### src/rtl/macs_seq.sv
// macs_seq: sequencer for the 4-lane MAC array.
// Builds one 4-lane group of a dot product, acc = E +/- sum(a_k * b_k) mod 2^16 per lane.
// It streams N operand beats in and issues one MAC operation per beat.
// Each MAC result is fed back as c for the next term.
// The finished group is emitted on a valid/ready output.
//
// Ports:
//   clk, rstn                        clock, synchronous active-low reset
//   start, len, sub, init_c          group request (sampled in IDLE only)
//   op_valid, op_ready, op_a, op_b   operand beat stream
//   mac_a/b/c, mac_mode, mac_signal  operand/control drive to the MAC
//   mac_en, mac_result, mac_done     MAC handshake
//   out_valid, out_ready, out_data   final group output
//   busy                             high whenever not IDLE
//
// state | meaning
// IDLE  | waiting for start
// LOAD  | op_ready high, waiting for an operand beat
// ISSUE | mac_en pulse for the captured beat
// WAIT  | waiting for mac_done, then fold result into acc
// OUT   | out_valid high with acc until out_ready

module macs_seq #(
    parameter int LEN_W = 11
) (
    input  logic             clk,
    input  logic             rstn,
    input  logic             start,
    input  logic [LEN_W-1:0] len,
    input  logic             sub,
    input  logic [63:0]      init_c,
    input  logic             op_valid,
    output logic             op_ready,
    input  logic [31:0]      op_a,
    input  logic [63:0]      op_b,
    output logic [31:0]      mac_a,
    output logic [63:0]      mac_b,
    output logic [63:0]      mac_c,
    output logic             mac_mode,
    output logic             mac_signal,
    output logic             mac_en,
    input  logic [63:0]      mac_result,
    input  logic             mac_done,
    output logic             out_valid,
    input  logic             out_ready,
    output logic [63:0]      out_data,
    output logic             busy
);

    typedef enum logic [2:0] {
        S_IDLE  = 3'd0,
        S_LOAD  = 3'd1,
        S_ISSUE = 3'd2,
        S_WAIT  = 3'd3,
        S_OUT   = 3'd4
    } state_t;

    state_t           state_q, state_d;
    logic [LEN_W-1:0] len_q, len_d;
    logic [LEN_W-1:0] k_q, k_d;
    logic [LEN_W-1:0] k_inc;
    logic             sub_q, sub_d;
    logic [63:0]      acc_q, acc_d;
    logic [31:0]      a_q, a_d;
    logic [63:0]      b_q, b_d;
    logic             op_ready_q, op_ready_d;
    logic             mac_en_q, mac_en_d;
    logic             out_valid_q, out_valid_d;
    logic             busy_q, busy_d;

    always_comb begin
        state_d = state_q;
        len_d   = len_q;
        k_d     = k_q;
        sub_d   = sub_q;
        acc_d   = acc_q;
        a_d     = a_q;
        b_d     = b_q;
        k_inc   = k_q + LEN_W'(1);

        case (state_q)
            S_IDLE: begin
                if (start) begin
                    len_d   = len;
                    sub_d   = sub;
                    acc_d   = init_c;
                    k_d     = '0;
                    state_d = (len == '0) ? S_OUT : S_LOAD;
                end
            end
            S_LOAD: begin
                if (op_valid && op_ready_q) begin
                    a_d     = op_a;
                    b_d     = op_b;
                    state_d = S_ISSUE;
                end
            end
            S_ISSUE: begin
                // A done coinciding with en is not taken here; only a done
                // still high in WAIT completes the term.
                state_d = S_WAIT;
            end
            S_WAIT: begin
                if (mac_done) begin
                    acc_d   = mac_result;
                    k_d     = k_inc;
                    state_d = (k_inc == len_q) ? S_OUT : S_LOAD;
                end
            end
            S_OUT: begin
                if (out_ready) begin
                    state_d = S_IDLE;
                end
            end
            default: begin
                state_d = S_IDLE;
            end
        endcase

        // Handshake outputs are registered: decoded from the next state so
        // they rise in the very cycle the state is entered.
        op_ready_d  = (state_d == S_LOAD);
        mac_en_d    = (state_d == S_ISSUE);
        out_valid_d = (state_d == S_OUT);
        busy_d      = (state_d != S_IDLE);
    end

    always_ff @(posedge clk) begin
        if (!rstn) begin
            state_q     <= S_IDLE;
            len_q       <= '0;
            k_q         <= '0;
            sub_q       <= 1'b0;
            acc_q       <= '0;
            a_q         <= '0;
            b_q         <= '0;
            op_ready_q  <= 1'b0;
            mac_en_q    <= 1'b0;
            out_valid_q <= 1'b0;
            busy_q      <= 1'b0;
        end else begin
            state_q     <= state_d;
            len_q       <= len_d;
            k_q         <= k_d;
            sub_q       <= sub_d;
            acc_q       <= acc_d;
            a_q         <= a_d;
            b_q         <= b_d;
            op_ready_q  <= op_ready_d;
            mac_en_q    <= mac_en_d;
            out_valid_q <= out_valid_d;
            busy_q      <= busy_d;
        end
    end

    assign op_ready   = op_ready_q;
    assign mac_a      = a_q;
    assign mac_b      = b_q;
    assign mac_c      = acc_q;
    assign mac_mode   = 1'b0;
    assign mac_signal = sub_q;
    assign mac_en     = mac_en_q;
    assign out_valid  = out_valid_q;
    assign out_data   = acc_q;
    assign busy       = busy_q;

endmodule

### config.mk
export PLATFORM = sky130hd
export DESIGN_NAME = macs_seq
export DESIGN_NICKNAME = d
export VERILOG_FILES = /design/src/rtl/macs_seq.sv
export SDC_FILE = /design/constraint.sdc
export NUM_CORES = 1
export LEC_CHECK = 0
export CORE_AREA = 2 2 186 188
export CTS_CLUSTER_SIZE = 24
export DETAILED_ROUTE_END_ITERATION = 12
export DIE_AREA = 0 0 188 190
export GPL_TIMING_DRIVEN = 0
export REMOVE_ABC_BUFFERS = 1
export SLEW_MARGIN = 20
export SYNTH_ARGS = -nofsm -noshare
export SYNTH_HDL_FRONTEND = slang
export SYNTH_SLANG_ARGS = --single-unit
### constraint.sdc
create_clock -name clk -period 4.6 [get_ports clk]
set_clock_uncertainty 0.2 [all_clocks]
set_input_delay 0.92 -clock clk [delete_from_list [all_inputs] [get_ports clk]]
set_output_delay 0.92 -clock clk [all_outputs]
set_load 0.05 [all_outputs]
==> results.md, run 1 <==
- Design area: 0.0139 sq mm
- Drt drc: 0
- P&R area growth vs syn: 60.8%
- Synthesized flop and latch total: 190
- Initial DRC count: 300
- Drt wl/cell: 16.9 um
- Initial antenna violation count: 1
- Worst Tran Pin Value: 0.801 ns
- Inserted Clock Buffers: 17
- Startpoint types: primary input
- Leak pwr: 5.49 nW
- Ys Warns: 0
- Fin crit share: 0.716
- Area share of the largest cell type after synthesis: 0.439
- Critical path peak fanout: 71
- Min Clock Period, post-route: 3.29 ns
- Peak supply drop: 0.000241 V
- RePlAce Congestion: 0.778
- DIE HEIGHT: 190 um
- CORE AREA: 0.0339 sq mm
- Post-layout util: 0.410
- Worst EP required: 4.73 ns
- Area leader, netlist: dfxtp_1
- Headroom to the max-slew limit: 0.464
- Top post-synthesis cells by area: dfxtp_1, nand2_1, a21boi_0, nand3_1, o211a_1
- Root Buffer Master: clkbuf_16
- Initial Util: 0.255
- Status: finished, final reports clean
- CTS Hold Bufs: 0
- Layout cells sized above 1: 0.0403
- CTS H-tree depth: 4
- Number of synthesized flops with an enable pin: 0
- Slew Limit Fails: 0
- Pre-Repair DR Iteration Count: 4
- Share of async-settable or async-resettable flops after synthesis: 0
- Setup crit end kind: flop
- Max_cap viols: 0
- Pin count of the biggest net entering global routing: 107
- Min-delay worst type: flop to flop
- Via density: 4.54
- Clk buf depth: 2
- Clock-pin slew on the worst setup and hold paths: 0.08 ns
- Mean Syn Cell Area: 8.21 sq um
- Main synth FF type: dfxtp_1
- Post-Syn Area: 0.00866 sq mm
- Overall power: roughly 4.6 mW
- Area of placed instances: 0.0133 sq mm
- First-pass GRT wire length: approximately 47000 um
- Synth cell count leaders: nand2_1, dfxtp_1, nand3_1
- Setup CP Type: primary input to flop
- RSZ-0062 raised after global routing: false
- Io pins: 472
- CTS Sinks: 190
- Mapped Cells: 1054
- Distinct cell type count after synthesis: 50
- Final wirelength: 31700 um
- Total global routing overflow: 0
- Post-CTS setup buffer count: 0
- Hold violation count in the final report: 0
- Tot GR Track Use: 0.170
- Worst-Skew Late Latency: 0.43 ns
- Dpl hpwl: about 24000 um
- WP data arrival: between 3 and 4 ns
- Sequential fraction of the synthesis area: 0.439
- Cell with the most instances after synthesis: nand2_1
- Remaining antenna violation count: 0
- CTS tree: built
- Die Wd: 188 um
- Pwr dens: 329 mW/mm^2
- Row count: just under 70
- Post-CTS resize count: 0
- Vias in the first global route: ~8000
- Number of port buffers: 470
- # setup viols final: 0
- Nets@finish: 1643
- Die ar.: between 0.03 and 0.04 sq mm
- Achievable Freq: 0.304 GHz
- DR vias: 8483
[metal layers]
layer / global-route usage / vias up / share of wire
met1: 0.190 / 3914 / 0.41
met3: 0.0598 / 29 / 0.078
li1: - / 4214 / -
met4: 0.0657 / 0 / 0.027
met2: 0.296 / 326 / 0.49
met5: 0 / - / 0
[worst paths after layout]
kind / start / end / slack, ns / cells after the start
worst min register to register: mac_a[29]$_SDFFE_PN0P_ / mac_a[29]$_SDFFE_PN0P_ / 0.26 / 2
worst min-delay path: mac_a[29]$_SDFFE_PN0P_ / mac_a[29]$_SDFFE_PN0P_ / 0.26 / 2
worst max-delay path: start / mac_c[8]$_SDFFE_PN0P_ / 1.31 / 6
worst max register to register: state_q[0]$_SDFF_PN0_ / mac_c[8]$_SDFFE_PN0P_ / 1.77 / 6
[per-stage QoR]
stage / TNS, ns / cells / setup WS (ns) / hold WS, ns
floorplan: -41.02 / 903 / -0.615 / 0.247
global placement: -538.52 / 1828 / -4.52 / 0.255
detailed placement: 0 / 1836 / 0.819 / 0.257
CTS: 0 / 1868 / 1.27 / 0.268
global route: 0 / 1869 / 1.07 / 0.282
finish: 0 / 1869 / 1.31 / 0.262
[placed cells by master, fill, tap and decap left out, types with 2 or more instances in the layout]
master | Yosys | final
clkdlybuf4s50_1 | 0 | 469
nand2_1 | 293 | 290
dfxtp_1 | 190 | 189
nand3_1 | 134 | 134
a21boi_0 | 111 | 111
o211a_1 | 64 | 64
clkbuf_16 | 0 | 17
a21oi_1 | 11 | 11
nor2b_1 | 12 | 11
o21ai_0 | 9 | 9
nor2_1 | 8 | 8
nor3_1 | 7 | 7
xnor2_1 | 7 | 7
nand4_1 | 6 | 6
nor4_1 | 5 | 5
buf_16 | 0 | 5
and3_1 | 4 | 4
xor2_1 | 4 | 4
inv_8 | 0 | 4
clkinvlp_4 | 0 | 4
nand2_4 | 0 | 3
and2_1 | 4 | 3
buf_12 | 0 | 3
o21a_1 | 2 | 2
a31oi_1 | 2 | 2
inv_1 | 2 | 2
or3_1 | 2 | 2
a22oi_1 | 2 | 2
inv_6 | 0 | 2
[kinds of logic after synthesis]
kind of cell / count (synthesis) / share of synthesized area
AO/OA/AOI/OAI: 209 / 0.195
multiplexers: 1 / 0.00116
other: 1 / 0.000433
AND/OR/NAND/NOR: 488 / 0.252
adder cells (fa/ha/maj): 1 / 0.00144
XOR/XNOR: 11 / 0.0111
flip-flops: 190 / 0.439
buffers and inverters: 153 / 0.0993
[registers in the layout (all words and copies together) (netlist names), 3 cells and up]
| name | cells |
|---|---|
| mac_a | 32 |
| k_q | 11 |
| len_q | 11 |
| mac_c | 64 |
| state_q | 3 |
| mac_b | 64 |
[power breakdown]
group | internal (mW) | total (mW) | switching, mW
Combinational | 0.504 | 1.26 | 0.756
Clock | 0.785 | 1.52 | 0.739
Sequential | 1.73 | 1.80 | 0.0720
[area by class of cell]
class	count	area (sq um)
inverter	2	7.51
multi-input combinational	711	4040
sequential	190	3810
clock inverter	14	153
tap	455	569
clock buffer	18	439
timing repair buffer	478	4910
antenna	1	2.50
fill	3391	20000
[critical path: stages]
cell	delay, ns
clkdlybuf4s50_1	0.53
nand3b_1	0.51
nand2_4	0.80
buf_16	0.32
nand3_1	0.13
o211a_1	0.15
Power figures use the tool's default switching activity.
==> run 2: changes to the inputs <==
- clock period: 4.6 -> 3.1 ns (I/O delays scaled with it)
==> run 2 against run 1 <==
Against the previous run: sequential power grew 48%; sequential cell count is the same; via count is essentially flat; non-clock buffer count is the same; largest cell class unchanged; routed wire length grew 0.23%; register-to-register slack lost 1.3 ns; utilization is essentially flat; worst hold slack is essentially flat; critical path type unchanged; largest power group unchanged; worst setup slack lost 1.1 ns; clock power grew 49%.
==> results.md, run 2 (synthesis gave the netlist of run 1 again) <==
- Status: finished, final reports clean
- Hold violation count in the final report: 0 (unchanged)
- Pin count of the biggest net entering global routing: 107 (unchanged)
- Critical path's slowest cell: clkdlybuf4s50_1
- Die ar.: 0.0357 sq mm (unchanged)
- CTS tree: built
- WP data arrival: 3.00 ns (-0.42 ns)
- CTS H-tree depth: 4 (unchanged)
- Setup CP Type: primary input to flop
- Startpoint types: primary input
- RePlAce Congestion: 0.778 (unchanged)
- Clock-pin slew on the worst setup and hold paths: 0.07 ns (about the same)
- Drt wl/cell: 17.0 um (+0.23%)
- Number of port buffers: 470 (unchanged)
- Io pins: 472 (unchanged)
- Critical path launch point: mac_done
- P&R area growth vs syn: 60.9% (about the same)
- Pre-Repair DR Iteration Count: 4 (unchanged)
- Reg2reg start: state_q[0]$_SDFF_PN0_
- DR vias: 8490 (+0.083%)
- TNS Setup: 0 ns (unchanged)
- Setup crit end kind: flop
- Peak supply drop: 0.000357 V (+48%)
- Die Wd: 188 um (unchanged)
- Tot GR Track Use: 0.170 (unchanged)
- Initial antenna violation count: 1 (unchanged)
- Via density: 4.54 (about the same)
- Worst-Skew Late Latency: 0.43 ns (about the same)
- Min-delay worst type: flop to flop
- Total global routing overflow: 0 (unchanged)
- Post-layout util: 0.410 (about the same)
- Final std cells w/o fill: 1869 (unchanged)
- Achievable Freq: 0.348 GHz
- Max_cap viols: 0 (unchanged)
- Leak pwr: 5.49 nW (about the same)
- Layout cells sized above 1: 0.0403 (unchanged)
- Nets@finish: 1643 (unchanged)
- Fin crit share: 0.926
- Remaining antenna violation count: 0 (unchanged)
- Worst EP required: 3.22 ns (-1.51 ns)
- Pwr dens: 489 mW/mm^2 (+48%)
- Vias in the first global route: 8078 (unchanged)
- Initial DRC count: 300 (unchanged)
- Worst Min Path Start: mac_a[29]$_SDFFE_PN0P_
- Initial Util: 0.255 (unchanged)
- Leading cell types in the layout, fill and taps excluded: clkdlybuf4s50_1, nand2_1, dfxtp_1
- Root Buffer Master: clkbuf_16
- Worst Tran Pin Value: 0.825 ns (+0.0241 ns)
- RSZ-0062 raised after global routing: false
- Slew Limit Fails: 0 (unchanged)
- Clk buf depth: 2 (unchanged)
- Row count: 68 (unchanged)
- Crit-path cells: clkdlybuf4s50_1, nand4b_2, nor3_1, nand4_1, nor4_1, a31oi_1, and4_1
- DIE HEIGHT: 190 um (unchanged)
- Placed Cells: 1836 (unchanged)
- Headroom to the max-slew limit: 0.448 (-0.0161)
- Critical path peak fanout: 15 (-79%)
- Inserted Clock Buffers: 17 (unchanged)
- Commonest non-fill, non-tap cell in the layout: clkdlybuf4s50_1
- Min Clock Period, post-route: 2.87 ns
- CTS Sinks: 190 (unchanged)
- First-pass GRT wire length: 47000 um (unchanged)
- CORE AREA: 0.0339 sq mm (unchanged)
- Final wirelength: 31700 um (+0.23%)
- Drt drc: 0 (unchanged)
- # setup viols final: 0 (unchanged)
- Dpl hpwl: 23700 um (unchanged)
- CP max stage delay: 0.56 ns (-0.24 ns)
run 2: where the power goes:
group | switching, mW | internal (mW) | total, mW | leakage [nW]
clock network | 1.10 | 1.17 | 2.26 | 0.280
logic | 1.12 | 0.749 | 1.87 | 3.66
registers | 0.107 | 2.57 | 2.67 | 1.55
run 2: through the flow:
step	power (mW)	instance area, sq um	worst slack [ns]	hold slack, ns
after floorplan	3.70	7810	-2.11	0.247
after global placement	4.63	13100	-6.02	0.255
after detailed placement	4.61	13300	-0.381	0.257
after CTS	6.92	13900	0.0750	0.268
after global routing	7.11	13900	0.0466	0.282
final	6.81	13900	0.229	0.262
run 2: worst paths after layout:
check	end	slack [ns]	cells past startpoint
min	mac_a[29]$_SDFFE_PN0P_	0.26	2
max	op_ready$_SDFF_PN0_	0.23	7
max reg2reg	mac_c[8]$_SDFFE_PN0P_	0.44	6
min reg2reg	mac_a[29]$_SDFFE_PN0P_	0.26	2
run 2: cell type report:
class	instances	area, sq um
clock buffers	18	439
well taps	455	569
multi-input cells	711	4050
repair buffers	478	4910
clock inverters	14	153
inverters	2	7.51
diodes	1	2.50
fillers	3391	20000
flip-flops and latches	190	3810
run 2: layer usage:
layer  vias to the layer above  GRT usage  routed length, um
met3                        29     0.0598               2490
li1                       4216          -                  -
met1                      3914      0.190              12900
met5                         -          0                  0
met2                       331      0.296              15500
met4                         0     0.0657                839
run 2: what timing repair did:
item	in CTS	in global routing
resized for setup	0	1
hold buffers	0	0
buffers inserted	0	0
setup endpoints to repair	0	25
hold endpoints to repair	0	0
run 2: critical path: cells and delay by family:
family,cells,cell delay (ns)
and+or+nand+nor,5,1.59
buffers and inverters,1,0.56
AOI/OAI and AO/OA,1,0.21
